## config.mk

```make
export PLATFORM = sky130hd
export DESIGN_NAME = irq_sequencer_flat
export DESIGN_NICKNAME = d
export VERILOG_FILES = /design/src/rtl/irq_sequencer_if.sv /design/src/rtl/irq_sequencer.sv /design/src/flat_wrapper.sv
export SDC_FILE = /design/constraint.sdc
export NUM_CORES = 1
export LEC_CHECK = 0
export CELL_PAD_IN_SITES_DETAIL_PLACEMENT = 0
export CELL_PAD_IN_SITES_GLOBAL_PLACEMENT = 1
export CORE_ASPECT_RATIO = 1.2
export CORE_MARGIN = 8
export CORE_UTILIZATION = 28
export CTS_CLUSTER_SIZE = 30
export DETAILED_ROUTE_END_ITERATION = 10
export GPL_ROUTABILITY_DRIVEN = 0
export MAX_ROUTING_LAYER = met4
export PLACE_DENSITY = 0.9
export SLEW_MARGIN = 30
export SYNTH_ARGS = -nofsm -noshare
export SYNTH_HDL_FRONTEND = slang
export SYNTH_SLANG_ARGS = --single-unit
```

## constraint.sdc

```tcl
create_clock -name clk -period 2.59 [get_ports clk]
set_input_delay 0.518 -clock clk [delete_from_list [all_inputs] [get_ports clk]]
set_output_delay 0.518 -clock clk [all_outputs]
set_load 0.005 [all_outputs]
```

## src/rtl/irq_sequencer_if.sv

```systemverilog
// Signal bundle between the interrupt sequencer and its core-side
// environment (request lines, core status, entry strobe and vector).
//
// Handshake: interrupt_ask is a one-cycle strobe with no backpressure;
// the register group must take interrupt_pc / interrupt_ipc in the cycle
// it is high. irq_ret is a one-cycle pulse and is only acted on while a
// handler is in service; it is ignored in every other state.
interface irq_sequencer_if;
    logic [7:0]  irq_req;
    logic [31:0] sys;
    logic [31:0] pc;
    logic        pipe_busy;
    logic        pc_stop;
    logic        irq_ret;

    logic        interrupt_ask;
    logic [31:0] interrupt_pc;
    logic [31:0] interrupt_ipc;
    logic [7:0]  irq_ack;
    logic [7:0]  active_num;
    logic        in_service;
    logic [15:0] irq_total;
    logic [1:0]  state_dbg;

    // Core / register-group side
    modport master (
        output irq_req, sys, pc, pipe_busy, pc_stop, irq_ret,
        input  interrupt_ask, interrupt_pc, interrupt_ipc, irq_ack,
               active_num, in_service, irq_total, state_dbg
    );

    // Sequencer side
    modport slave (
        input  irq_req, sys, pc, pipe_busy, pc_stop, irq_ret,
        output interrupt_ask, interrupt_pc, interrupt_ipc, irq_ack,
               active_num, in_service, irq_total, state_dbg
    );
endinterface

```

## src/rtl/irq_sequencer.sv

```systemverilog
// Interrupt entry sequencer: captures rising edges on eight request lines,
// waits for the pipeline to drain, then issues a one-cycle entry strobe
// with the vector and return address of the highest-priority pending line.
module irq_sequencer #(
    parameter logic [31:0] VECTOR_BASE        = 32'h0000_0100,
    parameter int unsigned VECTOR_STRIDE_LOG2 = 2
) (
    input  logic           clk,
    input  logic           all_rst_n,
    irq_sequencer_if.slave bus
);

    typedef enum logic [1:0] {
        IDLE    = 2'd0,
        DRAIN   = 2'd1,
        ENTER   = 2'd2,
        SERVICE = 2'd3
    } state_t;

    state_t      state_q,      state_d;
    logic [7:0]  req_prev_q,   req_prev_d;
    logic [7:0]  pending_q,    pending_d;
    logic        ask_q,        ask_d;
    logic [31:0] vec_pc_q,     vec_pc_d;
    logic [31:0] ret_pc_q,     ret_pc_d;
    logic [7:0]  ack_q,        ack_d;
    logic [7:0]  active_q,     active_d;
    logic        in_service_q, in_service_d;
    logic [15:0] irq_total_q,  irq_total_d;

    logic [7:0]  rise;
    logic [7:0]  clr_mask;
    logic [2:0]  winner;

    // Only the global enable bit of sys matters here.
    logic unused_sys;
    assign unused_sys = ^bus.sys[31:1];

    // Lowest set pending index wins; scanning downward lets lower indices override.
    always_comb begin
        winner = 3'd0;
        for (int i = 7; i >= 0; i--) begin
            if (pending_q[i]) winner = 3'(i);
        end
    end

    // Next-state, pending bookkeeping and registered output values.
    always_comb begin
        rise         = bus.irq_req & ~req_prev_q;
        req_prev_d   = bus.irq_req;
        clr_mask     = 8'h00;
        state_d      = state_q;
        ask_d        = 1'b0;
        ack_d        = 8'h00;
        vec_pc_d     = vec_pc_q;
        ret_pc_d     = ret_pc_q;
        active_d     = active_q;
        in_service_d = in_service_q;
        irq_total_d  = irq_total_q;

        case (state_q)
            IDLE: begin
                if (bus.sys[0] && (pending_q != 8'h00)) state_d = DRAIN;
            end
            DRAIN: begin
                if (!bus.sys[0]) begin
                    state_d = IDLE;
                end else if (!bus.pipe_busy && !bus.pc_stop) begin
                    // Winner is chosen here so late higher-priority edges are honoured.
                    state_d     = ENTER;
                    ask_d       = 1'b1;
                    ack_d       = 8'h01 << winner;
                    clr_mask    = 8'h01 << winner;
                    active_d    = {5'd0, winner};
                    vec_pc_d    = VECTOR_BASE + (32'(winner) << VECTOR_STRIDE_LOG2);
                    ret_pc_d    = bus.pc;
                    irq_total_d = irq_total_q + 16'd1;
                end
            end
            ENTER: begin
                state_d      = SERVICE;
                in_service_d = 1'b1;
            end
            SERVICE: begin
                if (bus.irq_ret) begin
                    state_d      = IDLE;
                    in_service_d = 1'b0;
                end
            end
            default: state_d = IDLE;
        endcase

        // A fresh edge on the line being entered re-arms it (set wins over clear).
        pending_d = (pending_q & ~clr_mask) | rise;
    end

    // State and output registers with asynchronous active-low reset.
    always_ff @(posedge clk or negedge all_rst_n) begin
        if (!all_rst_n) begin
            state_q      <= IDLE;
            req_prev_q   <= 8'h00;
            pending_q    <= 8'h00;
            ask_q        <= 1'b0;
            vec_pc_q     <= 32'h0;
            ret_pc_q     <= 32'h0;
            ack_q        <= 8'h00;
            active_q     <= 8'h00;
            in_service_q <= 1'b0;
            irq_total_q  <= 16'h0;
        end else begin
            state_q      <= state_d;
            req_prev_q   <= req_prev_d;
            pending_q    <= pending_d;
            ask_q        <= ask_d;
            vec_pc_q     <= vec_pc_d;
            ret_pc_q     <= ret_pc_d;
            ack_q        <= ack_d;
            active_q     <= active_d;
            in_service_q <= in_service_d;
            irq_total_q  <= irq_total_d;
        end
    end

    assign bus.interrupt_ask = ask_q;
    assign bus.interrupt_pc  = vec_pc_q;
    assign bus.interrupt_ipc = ret_pc_q;
    assign bus.irq_ack       = ack_q;
    assign bus.active_num    = active_q;
    assign bus.in_service    = in_service_q;
    assign bus.irq_total     = irq_total_q;
    assign bus.state_dbg     = state_q;

endmodule

```

## src/flat_wrapper.sv

```systemverilog
// flat-port wrapper written by rule: the top's interface ports become plain ports
module irq_sequencer_flat 
#(
    parameter logic [31:0] VECTOR_BASE        = 32'h0000_0100,
    parameter int unsigned VECTOR_STRIDE_LOG2 = 2
)
  (clk, all_rst_n, bus_irq_req, bus_sys, bus_pc, bus_pipe_busy, bus_pc_stop, bus_irq_ret, bus_interrupt_ask, bus_interrupt_pc, bus_interrupt_ipc, bus_irq_ack, bus_active_num, bus_in_service, bus_irq_total, bus_state_dbg);
  irq_sequencer_if bus_i ();
  input  logic clk;
  input  logic all_rst_n;
  input wire logic [$bits(bus_i.irq_req)-1:0] bus_irq_req;
  input wire logic [$bits(bus_i.sys)-1:0] bus_sys;
  input wire logic [$bits(bus_i.pc)-1:0] bus_pc;
  input wire logic [$bits(bus_i.pipe_busy)-1:0] bus_pipe_busy;
  input wire logic [$bits(bus_i.pc_stop)-1:0] bus_pc_stop;
  input wire logic [$bits(bus_i.irq_ret)-1:0] bus_irq_ret;
  output wire logic [$bits(bus_i.interrupt_ask)-1:0] bus_interrupt_ask;
  output wire logic [$bits(bus_i.interrupt_pc)-1:0] bus_interrupt_pc;
  output wire logic [$bits(bus_i.interrupt_ipc)-1:0] bus_interrupt_ipc;
  output wire logic [$bits(bus_i.irq_ack)-1:0] bus_irq_ack;
  output wire logic [$bits(bus_i.active_num)-1:0] bus_active_num;
  output wire logic [$bits(bus_i.in_service)-1:0] bus_in_service;
  output wire logic [$bits(bus_i.irq_total)-1:0] bus_irq_total;
  output wire logic [$bits(bus_i.state_dbg)-1:0] bus_state_dbg;
  assign bus_i.irq_req = bus_irq_req;
  assign bus_i.sys = bus_sys;
  assign bus_i.pc = bus_pc;
  assign bus_i.pipe_busy = bus_pipe_busy;
  assign bus_i.pc_stop = bus_pc_stop;
  assign bus_i.irq_ret = bus_irq_ret;
  assign bus_interrupt_ask = bus_i.interrupt_ask;
  assign bus_interrupt_pc = bus_i.interrupt_pc;
  assign bus_interrupt_ipc = bus_i.interrupt_ipc;
  assign bus_irq_ack = bus_i.irq_ack;
  assign bus_active_num = bus_i.active_num;
  assign bus_in_service = bus_i.in_service;
  assign bus_irq_total = bus_i.irq_total;
  assign bus_state_dbg = bus_i.state_dbg;
  irq_sequencer #(.VECTOR_BASE(VECTOR_BASE), .VECTOR_STRIDE_LOG2(VECTOR_STRIDE_LOG2)) u_core (.clk(clk), .all_rst_n(all_rst_n), .bus(bus_i));
endmodule
```

==> key figures, run 1 <==
Logic synthesis
  – Post-synthesis register bit count: 80
  – Top-area cell type share of the netlist area: 0.594
  – Mean post-synth cell area: 9.98 um2
  – Yosys top cell by area: dfrtp_1
  – Top-count cell post-synth: nand2_1
  – Main flop type after synthesis: dfrtp_1
  – Distinct cells, synth: 40
  – Mapped cell area: 3370 um2
  – Synth top area cells: dfrtp_1 (59%), nand2_1 (13%), buf_4 (8.0%)
  – Cells after Synth: 338
  – Sequential area share after synthesis: 0.594
  – Post-synth EDFFs: 0
  – Synth top cells by count: nand2_1 (117), dfrtp_1 (80), buf_4 (36)
  – Syn. warnings: 0
  – Asr flop ratio synth: 1.00

Drt
  – Final wirelength: 8630 um
  – Wire length per cell: 13.9 um
  – Via count: 2,603
  – Via density per instance: 4.20
  – DRT iter0 DRCs: 72
  – Drc violations: 0
  – Remaining antenna violation count: 0
  – DR pass1 iterations: 4

STA
  – Final setup viols: 0
  – Skew final: 0.00451 ns
  – Max Clk Rate: 0.479 GHz
  – Period utilisation layout: 0.807
  – RSZ-0062 raised after global routing: false
  – Final hold vios: 0
  – Final min period: 2.09 ns
  – Slew Limit Fails: 0
  – Setup TNS: 0 ns
  – Fin Hold WS: 0.122 ns

GRT
  – Initial antenna violation count: 1
  – Largest net degree at the start of global routing: 50
  – Vias in the first global route: 2,749
  – Total global routing track utilization: 0.113
  – Global route overflow: 0
  – First-pass GRT wire length: 13,500 um

Power and ir drop
  – Combinational share of power: 0.268
  – Sw Pwr: 0.00117 W
  – Reg power frac: 0.397
  – Cell Pwr Density: 907 nW/um2
  – Int Pwr: 0.00328 W
  – Clock power share: 0.334
  – Switching share of power: 0.263
  – LEAKAGE: 2.29 nW
  – Final Total Pwr: 0.00445 W
  – Worst vdd ir: 0.375 mV

Worst setup path
  – Arrival @ worst endpoint: 2.30 ns
  – FF-to-FF path depth: 3
  – Critical path class: input port to register
  – Critical Path RT: 2.80 ns
  – Critical Path Start Type: input port
  – Worst Setup End Kind: register
  – CP max FO: 3

Cells and area
  – Nets: 531
  – Synth-to-layout area growth: 45.6%
  – Share of cells above drive strength 1: 0.0699

Clock network
  – Setup bufs post-CTS: 0
  – Clock latency on the worst-skew pair: 0.33 ns
  – Clk pin slew, worst setup/hold paths: 0.06 ns
  – CTS Sinks: 80
  – CTS resizes: 0
  – TritonCTS clock tree: done
  – Root buf cell: clkbuf_16
  – CTS buffer count: 9
  – Hold-fix buffers at CTS: 0
  – CTS Buffer Depth: 2
  – H-tree depth: 3

Floorplanning
  – I/O pins: 177
  – Die area: 15,800 um2
  – Initial core utilization: 0.282
  – Row cnt: 44
  – Core area: 11,900 um2
  – Die width: 116 um
  – Die Y: 136 um

Job
  – Max-cap violation count: 0

Hold path
  – HP Class: input port to async pin

Status
  – Status: finished, final reports clean

Placed design
  – Port buffer count: 112
  – Post-DP HPWL: 6480 um
[sequential cells by signal (all words and copies together), names as in the netlist, named ones only]
name	cells
u_core.bus.active_num	2
u_core.bus.in_service	1
u_core.bus.interrupt_ask	1
u_core.bus.interrupt_ipc	32
u_core.bus.interrupt_pc	2
u_core.bus.irq_ack	8
u_core.bus.irq_total	16
u_core.bus.state_dbg	1
u_core.pending_q	8
u_core.req_prev_q	8
[worst max-delay path: stages]
cell,delay (ns)
clkdlybuf4s50_1,0.42
or3b_2,0.52
nor4_1,0.47
nand4_1,0.20
xnor2_1,0.17
[placed cells by master (no fill, tap or decap), types with 2 or more instances in the layout]
cell type and count:
nand2_1 116, clkdlybuf4s50_1 111, dfrtp_1 80, conb_1 33, inv_1 11, nor2_1 11, clkbuf_16 9, xnor2_1 8
nor3_1 7, o21ai_0 7, xor2_1 7, buf_4 5, nand4_1 4, nor3b_1 3, nor4_1 3, a22o_1 3
bufinv_16 3, nand2b_1 2, or4_4 2, or3_2 2, o31ai_1 2, o22ai_1 2, o21a_1 2, and4_1 2
nand3_1 2
[logic make-up (layout without fill, tap and decap cells)]
logic type | Yosys count | after routing | share of synthesized area
fa+ha+maj | 1 | 1 | 0.00371
buf+inv | 57 | 145 | 0.106
simple gates | 162 | 162 | 0.212
xor+xnor | 15 | 15 | 0.0390
flops | 80 | 80 | 0.594
compound gates | 22 | 22 | 0.0453
other cells | 1 | 34 | 0.00111
[final timing paths]
kind                            slack (ns)                      startpoint                                       end
worst max-delay path                  0.50                     bus_pc_stop      u_core.bus.irq_total[14]$_DFFE_PN0P_
worst min-delay path                  0.12                       all_rst_n      u_core.bus.irq_total[11]$_DFFE_PN0P_
worst max register to register        0.62   u_core.pending_q[0]$_DFF_PN0_             u_core.pending_q[6]$_DFF_PN0_
worst min register to register        0.41  u_core.req_prev_q[2]$_DFF_PN0_             u_core.pending_q[2]$_DFF_PN0_
max in group asynchronous             1.87                       all_rst_n  u_core.bus.interrupt_ipc[21]$_DFFE_PN0P_
min in group clk                      0.41  u_core.req_prev_q[2]$_DFF_PN0_             u_core.pending_q[2]$_DFF_PN0_
[power by group through the flow]
stage               Combinational, W  Clock (W)  Sequential [W]
global route                 0.00132    0.00159         0.00181
finish                       0.00119    0.00149         0.00177
global placement             0.00119          0         0.00177
CTS                          0.00123    0.00153         0.00177
floorplan                   0.000402          0         0.00179
detailed placement           0.00122          0         0.00179
[cell type report]
type / instances / area [um2]
clock inverter: 6 / 115
clock buffer: 10 / 239
tap: 161 / 201
sequential: 80 / 2000
timing repair buffer: 117 / 1170
multi-input combinational: 233 / 1140
fill: 1189 / 7040
antenna: 1 / 2.50
inverter: 12 / 45.0
[metal layers]
layer / part of all wire / routed length, um / GRT usage
met3: 0.072 / 623 / 0.0378
met1: 0.43 / 3700 / 0.133
met2: 0.49 / 4200 / 0.177
met5: 0 / 0 / -
met4: 0.013 / 108 / 0.0397
[through the flow]
stage | utilization | instance area, um2 | instances | worst slack (ns)
finish | 0.411 | 4910 | 620 | 0.500
global route | 0.411 | 4910 | 620 | 0.412
CTS | 0.411 | 4910 | 619 | 0.488
detailed placement | 0.381 | 4550 | 603 | 0.144
global placement | 0.381 | 4550 | 603 | 0.199
floorplan | - | 3490 | 370 | 0.730
Note: power is estimated with default switching activity, not from simulation.
==> inputs of run 2 (changes only) <==
CORE_UTILIZATION = 26   (was 28)
PLACE_DENSITY = 0.88   (was 0.9)
clock period = 1.8 ns   (was 2.59 ns; I/O delays follow)
==> run 2 against run 1 <==
Compared with the run above: the flow now finishes with violations (negative setup slack); via count up 3.1%; combinational power is 55% higher; non-clock buffer count rose by 18; power increased by 36%; die area grew 6.7%; sequential power is 42% higher; routed wire length shrank 0.67%; global-route usage decreased by 0.63 points; critical path type is now register to register.
==> key figures, run 2 (synthesis gave the netlist of run 1 again) <==
Clock network
  – TritonCTS clock tree: done
  – Root buf cell: clkbuf_16
  – Hold-fix buffers at CTS: 0
  – CTS Buffer Depth: 2
  – Clk pin slew, worst setup/hold paths: 0.06 ns
  – CTS buffer count: 9
  – CTS Sinks: 80
  – H-tree depth: 3
  – Clock latency on the worst-skew pair: 0.33 ns

Cells and area
  – Fillers: 1,262
  – Ant. Diodes: 0
  – Max reg flops: 32
  – Fin util: 0.397
  – Synth-to-layout area growth: 49.1%
  – Most frequent cells in the layout: nand2_1 (116), clkdlybuf4s50_1 (111), dfrtp_1 (80)
  – Share of cells above drive strength 1: 0.109
  – Nets: 549
  – Most common cell after layout, fill and taps aside: nand2_1

Floorplanning
  – Die Y: 141 um
  – Row cnt: 45
  – Die area: 16,900 um2
  – I/O pins: 177
  – Die width: 120 um
  – Initial core utilization: 0.266
  – Core area: 12,700 um2

Power and ir drop
  – LEAKAGE: 2.35 nW
  – Int Pwr: 0.00438 W
  – Final Total Pwr: 0.00606 W
  – Cell Pwr Density: 1210 nW/um2
  – Reg power frac: 0.416
  – Worst vdd ir: 0.459 mV
  – Sw Pwr: 0.00168 W
  – Clock power share: 0.280
  – Switching share of power: 0.278
  – Combinational share of power: 0.304

Drt
  – DRT iter0 DRCs: 118
  – Via count: 2,683
  – Drc violations: 0
  – Via density per instance: 4.19
  – Wire length per cell: 13.4 um
  – DR pass1 iterations: 4
  – Final wirelength: 8570 um
  – Remaining antenna violation count: 0

STA
  – RSZ-0062 raised after global routing: true
  – Slew of the pin with the lowest slew margin: 0.517 ns
  – Slew Limit Fails: 0
  – Final WS setup: -0.00320 ns
  – Skew final: 0.00933 ns
  – Final min period: 1.80 ns
  – Final setup viols: 1
  – Slew margin rel.: 0.652
  – Final hold vios: 0
  – Period utilisation layout: 1.00
  – Max Clk Rate: 0.555 GHz

Worst setup path
  – Arrival @ worst endpoint: 2.02 ns
  – Critical Path, Cell by Cell: or4_4, or4_4, a22o_1
  – Worst path slowest cell: or4_4
  – CP most frequent cell: or4_4
  – Critical path class: register to register
  – Worst Setup End Kind: register
  – CP max FO: 4
  – Max stage delay on crit path: 0.57 ns
  – Critical Path RT: 2.02 ns
  – Critical Path Start Type: register

GRT
  – Total global routing track utilization: 0.107
  – Global route overflow: 0
  – First-pass GRT wire length: 14,300 um
  – Initial antenna violation count: 0
  – Vias in the first global route: 2,938
  – Largest net degree at the start of global routing: 81

Placed design
  – Port buffer count: 112
  – Post-DP HPWL: 6490 um

Hold path
  – HP Class: input port to async pin

Status
  – Status: complete, but fails checks
  – Failing checks: negative setup slack

Job
  – Max-cap violation count: 0
## run 2: cell count changes in the layout (fill, tap and decap cells not counted), moves of 2 or more
cell and delta:
buf_12 +3, buf_4 +15, bufinv_16 -3, clkinv_4 +2
## run 2: area by class of cell
cell class                      count  area (um2)  area share
Sequential cell                    80        2000       0.398
Timing Repair Buffer              135        1340       0.267
Multi-Input combinational cell    233        1150       0.229
Clock buffer                       11         243      0.0483
Tap cell                          164         205      0.0408
Inverter                           12        45.0     0.00896
Clock inverter                      5        40.0     0.00797
## run 2: critical path: cells and delay by family (launching register included)
kind | cells | cell delay, ns
AOI/OAI and AO/OA | 1 | 0.20
DFF | 1 | 0.38
and+or+nand+nor | 2 | 1.12
## run 2: stage by stage
stage / setup TNS, ns / setup slack, ns / cell area [um2] / instances / hold WS [ns]
after floorplan: -0.119 / -0.0603 / 3490 / 370 / 0.0644
after global placement: -13.21 / -0.372 / 4720 / 623 / 0.408
after detailed placement: -13.05 / -0.362 / 4720 / 623 / 0.418
after CTS: -0.00299 / -0.00299 / 5020 / 640 / 0.0611
after global routing: -0.239 / -0.0465 / 5030 / 640 / 0.0873
final: -0.00320 / -0.00320 / 5030 / 640 / 0.0510
## run 2: repair_timing
action,4_1_cts,5_1_grt
setup buffers,1,0
cloned,0,0
resized for setup,3,1
setup endpoints to repair,6,12
pin swaps,1,1
## run 2: layer usage
layer	track usage	routed length [um]	vias to the layer above
li1	-	-	1285
met1	0.120	3600	1291
met2	0.173	4250	97
met3	0.0340	584	10
met4	0.0448	143	0
met5	-	0	-
## run 2: final timing paths
| check | cells after the start | slack, ns | to | from |
|---|---|---|---|---|
| hold / removal | 2 | 0.05 | u_core.bus.irq_total[12]$_DFFE_PN0P_ | all_rst_n |
| min in group clk | 1 | 0.42 | u_core.pending_q[2]$_DFF_PN0_ | u_core.req_prev_q[2]$_DFF_PN0_ |
| setup / recovery | 3 | -0.003 | u_core.pending_q[6]$_DFF_PN0_ | u_core.pending_q[1]$_DFF_PN0_ |
| hold reg to reg | 1 | 0.42 | u_core.pending_q[2]$_DFF_PN0_ | u_core.req_prev_q[2]$_DFF_PN0_ |
| setup reg to reg | 3 | -0.003 | u_core.pending_q[6]$_DFF_PN0_ | u_core.pending_q[1]$_DFF_PN0_ |
| max in group asynchronous | 2 | 1.42 | u_core.bus.interrupt_ipc[9]$_DFFE_PN0P_ | all_rst_n |
## run 2: power groups by stage
stage	combinational [W]	sequential, W	clock, W
2_1_floorplan	0.000579	0.00257	0
3_3_place_gp	0.00185	0.00252	0
3_5_place_dp	0.00188	0.00255	0
4_1_cts	0.00190	0.00253	0.00175
5_1_grt	0.00205	0.00259	0.00184
6_report	0.00184	0.00252	0.00170
==> inputs of run 3 (changes only) <==
HOLD_SLACK_MARGIN = 0.12   (was unset)
==> run 3 against run 2 <==
Compared with the run above: the flow still finishes with violations (negative setup slack); clock-buffer cell count is the same; sequential power barely moved; clock skew about the same; largest cell class unchanged; largest power group unchanged.
==> key figures, run 3 (synthesis gave the netlist of run 1 again) <==
Placed design
  – Post-DP HPWL: 6490 um
  – Port buffer count: 112
  – Post-Place Cells: 623
  – Worst slack at placement: -0.362 ns

STA
  – Final setup viols: 1
  – Final min period: 1.80 ns
  – RSZ-0062 raised after global routing: true
  – Final WS setup: -0.00320 ns
  – Fin Hold WS: 0.420 ns
  – Skew final: 0.00907 ns
  – Period utilisation layout: 1.00
  – Slew margin rel.: 0.652
  – Slew of the pin with the lowest slew margin: 0.517 ns
  – Max Clk Rate: 0.555 GHz
  – Slew Limit Fails: 0
  – Final hold vios: 0

Cells and area
  – Synth-to-layout area growth: 49.4%
  – Most frequent cells in the layout: nand2_1 (116), clkdlybuf4s50_1 (111), dfrtp_1 (80)
  – Fin util: 0.398
  – Nets: 550
  – Most common cell after layout, fill and taps aside: nand2_1
  – Share of cells above drive strength 1: 0.109
  – Ant. Diodes: 0
  – Multi-input gate area: 1150 um2
  – Non-Filler Instances: 641
  – Fillers: 1,261
  – Max reg flops: 32
  – Register Area: 2000 um2

Drt
  – Wire length per cell: 13.4 um
  – Remaining antenna violation count: 0
  – Final wirelength: 8570 um
  – Drc violations: 0
  – DR pass1 iterations: 4
  – DRT iter0 DRCs: 109
  – Via count: 2,687
  – Via density per instance: 4.19

GRT
  – Total global routing track utilization: 0.107
  – First-pass GRT wire length: 14,300 um
  – Largest net degree at the start of global routing: 81
  – Vias in the first global route: 2,938
  – Global route overflow: 0
  – Initial antenna violation count: 0

Worst setup path
  – Critical path class: register to register
  – FF-to-FF path depth: 3
  – Worst reg2reg setup slack: -0.003 ns
  – Worst Setup End Kind: register
  – Reg2reg end: u_core.pending_q[6]$_DFF_PN0_
  – Arrival @ worst endpoint: 2.02 ns
  – Critical Path Start Type: register
  – CP max FO: 4
  – Critical Path RT: 2.02 ns
  – R2R Path Start: u_core.pending_q[1]$_DFF_PN0_

Clock network
  – Clk pin slew, worst setup/hold paths: 0.06 ns
  – CTS Buffer Depth: 2
  – H-tree depth: 3
  – TritonCTS clock tree: done
  – Clock latency on the worst-skew pair: 0.33 ns
  – CTS Sinks: 80
  – Root buf cell: clkbuf_16
  – CTS buffer count: 9

Status
  – Status: complete, but fails checks
  – Failing checks: negative setup slack

Power and ir drop
  – Final Total Pwr: 0.00606 W
  – Worst vdd ir: 0.459 mV
  – Combinational share of power: 0.304
  – Sw Pwr: 0.00168 W
  – Clock power share: 0.280
  – Switching share of power: 0.278
  – Cell Pwr Density: 1200 nW/um2
  – Reg power frac: 0.416
  – LEAKAGE: 2.36 nW
  – Int Pwr: 0.00438 W

Floorplanning
  – Die width: 120 um
  – Row cnt: 45
  – I/O pins: 177
  – Die area: 16,900 um2
  – Initial core utilization: 0.266
  – Die Y: 141 um
  – Core area: 12,700 um2

Hold path
  – Sink of the worst hold path: u_core.pending_q[2]$_DFF_PN0_
  – HP Class: register to register
  – HP Start: u_core.req_prev_q[2]$_DFF_PN0_
  – Hold depth: 1

Job
  – Max-cap violation count: 0
==> run 3: cell count changes in the layout (fill, tap and decap cells not counted) <==
| cell | change |
|---|---|
| dlygate4sd3_1 | +1 |
==> run 3: routing by layer <==
| metal | vias to the layer above | track usage | share of wire |
|---|---|---|---|
| li1 | 1285 | - | - |
| met1 | 1295 | 0.120 | 0.42 |
| met2 | 97 | 0.173 | 0.50 |
| met3 | 10 | 0.0340 | 0.065 |
| met4 | 0 | 0.0448 | 0.016 |
| met5 | - | - | 0 |
==> run 3: worst max path at each step <==
stage                     cells past startpoint                     startpoint  slack (ns)                              end
after global routing                          3  u_core.pending_q[1]$_DFF_PN0_       -0.05    u_core.pending_q[6]$_DFF_PN0_
after CTS                                     3  u_core.pending_q[1]$_DFF_PN0_      -0.003    u_core.pending_q[6]$_DFF_PN0_
after floorplan                               4  u_core.pending_q[0]$_DFF_PN0_       -0.06    u_core.pending_q[6]$_DFF_PN0_
final                                         3  u_core.pending_q[1]$_DFF_PN0_      -0.003    u_core.pending_q[6]$_DFF_PN0_
after global placement                        8                    bus_pc_stop       -0.37  u_core.bus.irq_ack[0]$_DFF_PN0_
after detailed placement                      8                    bus_pc_stop       -0.36  u_core.bus.irq_ack[0]$_DFF_PN0_
==> run 3: through the flow <==
step | setup TNS, ns | area (um2)
after floorplan | -0.119 | 3490
final | -0.00320 | 5040
after global routing | -0.239 | 5040
after detailed placement | -13.05 | 4720
after CTS | -0.00299 | 5030
after global placement | -13.21 | 4720
==> run 3: repair_timing <==
action / 4_1_cts / 5_1_grt
pin swaps: 1 / 1
resized for setup: 3 / 1
setup buffers: 1 / 0
hold endpoints to repair: 80 / 0
hold buffers: 1 / 0
setup endpoints to repair: 6 / 12
==> run 3: cell type report <==
cell class,instances,area share
Multi-Input combinational cell,233,0.228
Tap cell,164,0.0407
Inverter,12,0.00894
Clock inverter,5,0.00795
Timing Repair Buffer,136,0.268
Clock buffer,11,0.0482
Sequential cell,80,0.398
==> run 3: power groups by stage <==
| stage | combinational (W) | clock (W) | sequential, W |
|---|---|---|---|
| 6_report | 0.00184 | 0.00170 | 0.00252 |
| 5_1_grt | 0.00205 | 0.00184 | 0.00259 |
| 4_1_cts | 0.00190 | 0.00175 | 0.00253 |
| 3_5_place_dp | 0.00188 | 0 | 0.00255 |
| 3_3_place_gp | 0.00185 | 0 | 0.00252 |
| 2_1_floorplan | 0.000579 | 0 | 0.00257 |
==> run 3: worst max-delay path, stage by stage (launching register included) <==
cell and delay (ns):
dfrtp_1 0.38, or4_4 0.57, or4_4 0.55, a22o_1 0.20
==> variant, RTL diff (config.mk and constraints of run 1) <==
Take the reset off `pending_q` and load it in a clocked block of its own.
--- a/src/rtl/irq_sequencer.sv
+++ b/src/rtl/irq_sequencer.sv
@@ -101,3 +101,2 @@
             req_prev_q   <= 8'h00;
-            pending_q    <= 8'h00;
             ask_q        <= 1'b0;
@@ -112,3 +111,2 @@
             req_prev_q   <= req_prev_d;
-            pending_q    <= pending_d;
             ask_q        <= ask_d;
@@ -121,2 +119,6 @@
         end
+    end
+
+    always_ff @(posedge clk) begin
+        pending_q <= pending_d;
     end
Formal check against the unedited RTL: not equivalent (a bounded check fails within 4 cycles, from zero or initial values and one cycle with all_rst_n low).
==> variant against run 1 <==
- utilization is 0.092 points higher
- setup slack better by 0.0091 ns
- largest power group unchanged
- design area is 3.0% lower
- final cell count is 1.1% lower
- total power is 7.4% lower
- global-route usage is 0.090 points lower
- register-to-register slack better by 0.07 ns
- clock skew is 0.0031 ns higher
- sequential cell count stayed put
- non-clock buffer count is 2 lower
- highest routed layer unchanged
- wire length is 3.1% lower
- synthesized area is 1.2% lower
==> variant: results (changes against run 1) <==
set qor(fillers) 1131 ;# was 1,189
set qor(clkPwrFrac_pct) 28.6 ;# was 33.4%
set qor(share_of_flip_flops_with_an_asynchronous_set_or_reset_after_synthesis_pct) 90.0 ;# was 100%
set qor(drive_above_1_share_pct) 6.58 ;# was 6.99%
set qor(timing.rr.start) {u_core.bus.state_dbg[0]} ;# was u_core.pending_q[0]
set qor(reg2reg_setup_slack_ns) 0.69 ;# was 0.62 ns
set qor(seq_area_frac_synth_pct) 58.9 ;# was 59.4%
set qor(max-vdd-ir-drop_mv) 0.324 ;# was 0.375 mV
set qor(route.final.wire_length_um) 8360 ;# was 8630 um
set qor(cts_max_level) 3 ;# unchanged
set qor(vias_post_dr) 2546 ;# was 2,603
set qor(dominant_cells_by_area_after_synthesis) {dfrtp_1, nand2_1, buf_4} ;# unchanged
set qor(final_nets) 529 ;# was 531
set qor(timing.rr.end) {u_core.bus.irq_total[2]} ;# was u_core.pending_q[6]
set qor(antenna-diode-count) 0 ;# was 1
set qor(drt_iter0_markers) 137 ;# was 72
set qor(synthTopCellsByCount) {nand2_1, dfrtp_1, buf_4, inv_1, nor2_1} ;# unchanged
set qor(maximum_number_of_pins_on_one_net_before_global_route_repair) 73 ;# was 50
set qor(skew_ns) 0.00764 ;# was 0.00451 ns
set qor(numCtsBuffers) 9 ;# unchanged
set qor(grt.total_usage_pct) 11.2 ;# was 11.3%
set qor(netlist-cell-type-count) 41 ;# was 40
set qor(status) {finished clean} ;# unchanged
set qor(dp_slack_ns) 0.157 ;# was 0.144 ns
set qor(detailed_place_hpwl_um) 6290 ;# was 6480 um
set qor(first_global_vias) 2718 ;# was 2,749
set qor(share_of_power_burned_in_combinational_logic_pct) 28.6 ;# was 26.8%
set qor(grt_first_pass_wirelength_um) 13400 ;# was 13,500 um
==> variant: changes by cell type in the layout (fill, tap and decap cells not counted), sizes merged <==
cell      before  now
dfrtp         80   72
clkinvlp       0    1
bufinv         3    0
inv           13   15
buf            6    4
clkbuf        10    9
diode          1    0
clkinv         2    3
dfxtp          0    8
==> variant: per-stage QoR <==
step	cells	area, um2	power, mW	hold slack (ns)
final	613	4760	4.12	0.199
after global routing	613	4760	4.40	0.258
after CTS	613	4760	4.21	0.353
after detailed placement	597	4480	3.00	0.430
after global placement	597	4480	2.96	0.411
after floorplan	370	3450	2.19	0.222
==> variant: layout make-up <==
cell class,instances,area (um2),share of cell area [%]
clock inverter,7,55.1,1.16
clock buffer,9,225,4.73
tap,157,196,4.12
timing repair buffer,115,1140,24.0
multi-input combinational,233,1140,23.8
inverter,12,45.0,0.945
sequential,80,1960,41.2
==> variant: cells by family after synthesis <==
kind of cell	after synthesis	share of synthesized area (%)
compound gates	22	4.58
xor+xnor	15	3.94
fa+ha+maj	1	0.375
buf+inv	57	10.7
flops	80	58.9
other cells	1	0.113
simple gates	162	21.4
==> variant: routing by layer <==
layer | GRT usage, % | wire [um] | vias to the layer above
li1 | - | - | 1240
met1 | 12.5 | 3360 | 1203
met2 | 17.8 | 4210 | 92
met3 | 3.70 | 606 | 11
met4 | 5.56 | 184 | 0
met5 | - | 0 | -
==> variant: how the worst min path moves through the flow <==
stage	slack, ns	start	endpoint
floorplan	0.22	all_rst_n	asynchronous set/reset pin
global placement	0.41	u_core.req_prev_q[5]	u_core.pending_q[5]
detailed placement	0.43	u_core.req_prev_q[5]	u_core.pending_q[5]
CTS	0.35	all_rst_n	u_core.req_prev_q[7]
global route	0.26	all_rst_n	u_core.req_prev_q[3]
finish	0.20	all_rst_n	u_core.req_prev_q[7]
